$ cat config.mk
export PLATFORM = sky130hd
export DESIGN_NAME = multi_early_debouncer
export DESIGN_NICKNAME = d
export VERILOG_FILES = /design/src/rtl/multi_early_debouncer.sv
export SDC_FILE = /design/constraint.sdc
export NUM_CORES = 1
export LEC_CHECK = 0
export ABC_AREA = 1
export CAP_MARGIN = 10
export CORE_UTILIZATION = 67
export CTS_CLUSTER_SIZE = 14
export DETAILED_ROUTE_END_ITERATION = 10
export PLACE_DENSITY = 0.94
export SETUP_SLACK_MARGIN = 0.05
export SKIP_LAST_GASP = 1
export SLEW_MARGIN = 30
export SYNTH_ARGS = -nofsm -noshare
export SYNTH_HDL_FRONTEND = slang
export SYNTH_SLANG_ARGS = --single-unit
$ cat constraint.sdc
create_clock -name clk -period 13 [get_ports clk]
set_input_delay 1.95 -clock clk [delete_from_list [all_inputs] [get_ports clk]]
set_output_delay 1.95 -clock clk [all_outputs]
set_load 0.02 [all_outputs]
$ cat src/rtl/multi_early_debouncer.sv
// N-channel early debouncer: the output follows the first synchronised edge at once, then
// ignores the input for LOCK_CYCLES. Per-channel raw/debounced rising-edge counters, one readable at a time.
module multi_early_debouncer #(
   parameter int N_CH        = 4,
   parameter int LOCK_CYCLES = 2_000_000,
   parameter int CNT_W       = 8,
   parameter int SEL_W       = (N_CH > 1) ? $clog2(N_CH) : 1
) (
   input  logic             clk,
   input  logic             reset,
   input  logic [N_CH-1:0]  sw,
   input  logic             clr,
   input  logic [SEL_W-1:0] sel,
   output logic [N_CH-1:0]  db,
   output logic [N_CH-1:0]  db_rise,
   output logic [N_CH-1:0]  db_fall,
   output logic [CNT_W-1:0] raw_cnt,
   output logic [CNT_W-1:0] db_cnt
);
   // state | meaning
   // ZERO  | debounced low, waiting for s2 to go high
   // WAIT1 | debounced high, input ignored until the lockout expires
   // ONE   | debounced high, waiting for s2 to go low
   // WAIT0 | debounced low, input ignored until the lockout expires
   typedef enum logic [1:0] {ZERO, WAIT1, ONE, WAIT0} state_e;

   localparam int TMR_W = (LOCK_CYCLES > 1) ? $clog2(LOCK_CYCLES + 1) : 1;
   localparam logic [TMR_W-1:0] TMR_LOAD = TMR_W'(LOCK_CYCLES - 1);

   logic [N_CH-1:0]  s1_q, s2_q, s3_q;
   logic [N_CH-1:0]  raw_edge_q;
   logic [N_CH-1:0]  db_dly_q;
   logic [CNT_W-1:0] raw_c_q [N_CH];
   logic [CNT_W-1:0] dbc_q   [N_CH];

   genvar g;
   for (g = 0; g < N_CH; g++) begin : g_ch
      state_e           state_q, state_d;
      logic [TMR_W-1:0] tmr_q, tmr_d;

      always_ff @(posedge clk or posedge reset) begin
         if (reset) begin
            state_q <= ZERO;
            tmr_q   <= '0;
         end else begin
            state_q <= state_d;
            tmr_q   <= tmr_d;
         end
      end

      // The timer is loaded with LOCK_CYCLES-1 so a WAIT entered at edge T exits at T+LOCK_CYCLES.
      always_comb begin
         state_d = state_q;
         tmr_d   = tmr_q;
         unique case (state_q)
            ZERO:  if (s2_q[g]) begin
                      state_d = WAIT1;
                      tmr_d   = TMR_LOAD;
                   end
            WAIT1: if (tmr_q == '0) state_d = ONE;
                   else             tmr_d   = tmr_q - TMR_W'(1);
            ONE:   if (!s2_q[g]) begin
                      state_d = WAIT0;
                      tmr_d   = TMR_LOAD;
                   end
            WAIT0: if (tmr_q == '0) state_d = ZERO;
                   else             tmr_d   = tmr_q - TMR_W'(1);
            default: state_d = ZERO;
         endcase
      end

      assign db[g] = (state_q == WAIT1) || (state_q == ONE);
   end

   assign db_rise = db & ~db_dly_q;
   assign db_fall = ~db & db_dly_q;

   // raw_edge is registered so raw and debounced counts land on the same edge.
   always_ff @(posedge clk or posedge reset) begin
      if (reset) begin
         s1_q       <= '0;
         s2_q       <= '0;
         s3_q       <= '0;
         raw_edge_q <= '0;
         db_dly_q   <= '0;
         for (int i = 0; i < N_CH; i++) begin
            raw_c_q[i] <= '0;
            dbc_q[i]   <= '0;
         end
      end else begin
         s1_q       <= sw;
         s2_q       <= s1_q;
         s3_q       <= s2_q;
         raw_edge_q <= s2_q & ~s3_q;
         db_dly_q   <= db;
         for (int i = 0; i < N_CH; i++) begin
            if (clr) begin
               raw_c_q[i] <= '0;
               dbc_q[i]   <= '0;
            end else begin
               if (raw_edge_q[i]) raw_c_q[i] <= raw_c_q[i] + CNT_W'(1);
               if (db_rise[i])    dbc_q[i]   <= dbc_q[i] + CNT_W'(1);
            end
         end
      end
   end

   always_comb begin
      raw_cnt = '0;
      db_cnt  = '0;
      if ({1'b0, sel} < (SEL_W + 1)'(N_CH)) begin
         raw_cnt = raw_c_q[sel];
         db_cnt  = dbc_q[sel];
      end
   end
endmodule

==> impl_metrics.yaml <==
cells_and_area:
  final_cells: 1743
  areaGrowthSynthToFinish_pct: 9.92
  final_util: 0.758
  diodes: 0
  drive_gt1_frac: 0.0411
  final_area_sq_um: 11600
  nNetsFinal: 1562
clocking:
  cts_tree: "yes"
  cts_buffers: 17
  clkLatencyLatePin_ns: 0.43
  path_clk_slew_ns: 0.06
  clkSinkCount: 176
  cts_buffer_depth: 2
  cts-hold-fix-buffers: 0
  cts_setup_buffers: 0
  htreeDepth: 4
  clockRootBuffer: "clkbuf_16"
  cts_resized: 0
global_routing:
  antenna_found_initial: 0
  grt_use_met2: 0.546
  overflow: 0
  grtUsageMet1: 0.413
  grt_max_degree: 106
  busiest_layer: "met2"
  grt_pass1_vias: 9239
  grtUsageTotal: 0.322
  grt_pass1_wl_um: 41900
  grtUsageMet3: 0.0540
power:
  clkPwrFrac: 0.256
  comb_power_share: 0.398
  sw_frac_of_total: 0.417
  power_density_nw_per_um2: 182
  ir_drop_mv: 0.191
  sequentialPowerShare: 0.346
  leakage_nw: 5.74
  internal_power_w: 0.00123
  p_sw_w: 0.000879
critical_path:
  path_max_fanout: 43
  path_cells: "clkdlybuf4s50_1 > inv_2 > o21ai_0 > a21oi_1 > a21oi_1 > clkdlybuf4s50_1"
  worstPathArrival_ns: 4.77
  path_class: "in -> out"
  start_kind: "input port"
  cp-end-kind: "output pin"
  cp.required_ns: 11.05
  slowest_delay_ns: 1.00
  worstReg2RegStart: "g_ch[0].state_q[1]"
  worstSetupStartpoint: "sel[0]"
  slowest_stage: "clkdlybuf4s50_1"
die:
  die_area_sq_um: 16200
  ioPinCount: 37
  die_h_um: 127
  core_sq_um: 15300
  start_util: 0.690
  rows: 45
  die_w_um: 127
timing:
  period_share: 0.517
  fin_skew_ns: 0.00618
  min_period_ns: 6.72
  rsz0062_at_grt: "false"
  setup_viol: 0
  worst_slew_pin_slew_ns: 0.957
  setup_tns_ns: 0
  final_hold_viol_count: 0
  fmax_mhz: 149
  maxSlewHeadroom: 0.361
  final_max_slew_viol_count: 0
synth:
  dominantRegCellSynth: "dfrtp_1"
  synthesis.area_sq_um: 10500
  netlist_top_cells_count: "423 x nand2_1, 233 x nor2_1, 176 x dfrtp_1"
  synth_cell_type_count: 34
  synthCells: 1506
  ys_top_cells_by_area: "dfrtp_1 42%, nand2_1 15%, nor2_1 8.3%"
  synth.avg_cell_area_sq_um: 6.99
  synth_edf_count: 0
  yosys.cell_count.top_type: "nand2_1"
  yosysTopAreaCellShare: 0.419
  seq_area_frac_synth: 0.419
  ys_seq_elements: 176
  synth_warnings: 0
  yosysTopAreaCell: "dfrtp_1"
  synthArstFlopShare: 1.00
  postSynthNetCount: 1547
routing:
  avgViaCountPerCell: 5.69
  drt_pass1_iterations: 8
  vias: 9910
  drc_errors: 0
  postRouteAntennaNets: 0
  drt_iter0_drc: 880
  wl_um: 24600
  routedWlPerCell_um: 14.1
outcome:
  outcome: "finished, final reports clean"
placement:
  io_buffers: 36
  placedCellCount: 1713
  hpwl_um: 16600
  gp_congestion: 0.889
  dpl_cell_area_sq_um: 10900
min_path:
  hp-class: "reg -> reg"
  hp-start: "s1_q[1]"
run:
  cap_violations: 0
## layer usage
layer	up-vias	routed length [um]
met3	50	1700
li1	4816	-
met4	0	527
met1	4606	10300
met2	438	12100
met5	-	0
## worst max-delay path, delay by kind of cell
family | cells | cell delay, ns
compound gates | 3 | 0.68
buf+inv | 3 | 2.14
## power by group through the flow
stage / clock network, W / logic [W] / registers, W
floorplan: 0 / 0.000647 / 0.000712
global placement: 0 / 0.000784 / 0.000727
detailed placement: 0 / 0.000822 / 0.000733
CTS: 0.000543 / 0.000832 / 0.000726
global route: 0.000565 / 0.000938 / 0.000737
finish: 0.000540 / 0.000838 / 0.000729
## registers in the layout, summed over array words and instances, names as in the netlist
signal	flops
raw_edge_q	4
dbc_q	32
s2_q	4
s1_q	4
g_ch.tmr_q	84
db_dly_q	4
raw_c_q	32
s3_q	4
g_ch.state_q	8
## through the flow
step | hold slack, ns | setup slack (ns) | power (W)
final | 0.349 | 6.28 | 0.00211
after global routing | 0.364 | 6.13 | 0.00224
after CTS | 0.350 | 6.04 | 0.00210
after detailed placement | 0.336 | 6.08 | 0.00155
after global placement | 0.332 | 6.19 | 0.00151
after floorplan | 0.331 | 6.28 | 0.00136
## area by class of cell
class                      count  area (sq um)
multi-input combinational   1116          5250
sequential                   176          4400
fill                        1098          3690
inverter                     172           654
clock buffer                  20           457
timing repair buffer          38           379
tap                          211           264
clock inverter                10           160
## path summary, 6_finish.rpt
check	endpoint	slack (ns)	cells past startpoint
setup / recovery	db_cnt[0]	6.28	6
hold / removal	s2_q[1]	0.35	0
setup reg to reg	g_ch[0].tmr_q[3]	9.85	7
hold reg to reg	s2_q[1]	0.35	0
max in group asynchronous	dbc_q[5]	9.82	3
min in group asynchronous	db_dly_q[1]	2.07	2
## placed cells by master, fill, tap and decap left out, types with 16 or more instances in the layout
master | netlist | layout
xor2_1 | 17 | 17
ha_1 | 32 | 32
nor3_1 | 22 | 22
nor2_1 | 233 | 233
a21oi_1 | 58 | 58
nand2_1 | 423 | 422
nand4_1 | 16 | 16
o21ai_0 | 72 | 72
clkbuf_16 | 0 | 17
dfrtp_1 | 176 | 176
nand3_1 | 174 | 174
o21ai_1 | 22 | 22
inv_1 | 169 | 167
clkdlybuf4s50_1 | 0 | 36
## cells by family (layout without fill, tap and decap cells)
| family | count (synthesis) | in the layout | share of synthesized area |
|---|---|---|---|
| mux | 3 | 3 | 0.00404 |
| buf+inv | 214 | 240 | 0.0830 |
| xor+xnor | 22 | 22 | 0.0183 |
| simple gates | 889 | 889 | 0.353 |
| fa+ha+maj | 32 | 32 | 0.0380 |
| flops | 176 | 176 | 0.419 |
| compound gates | 170 | 170 | 0.0854 |
(Power assumes the default switching activity.)
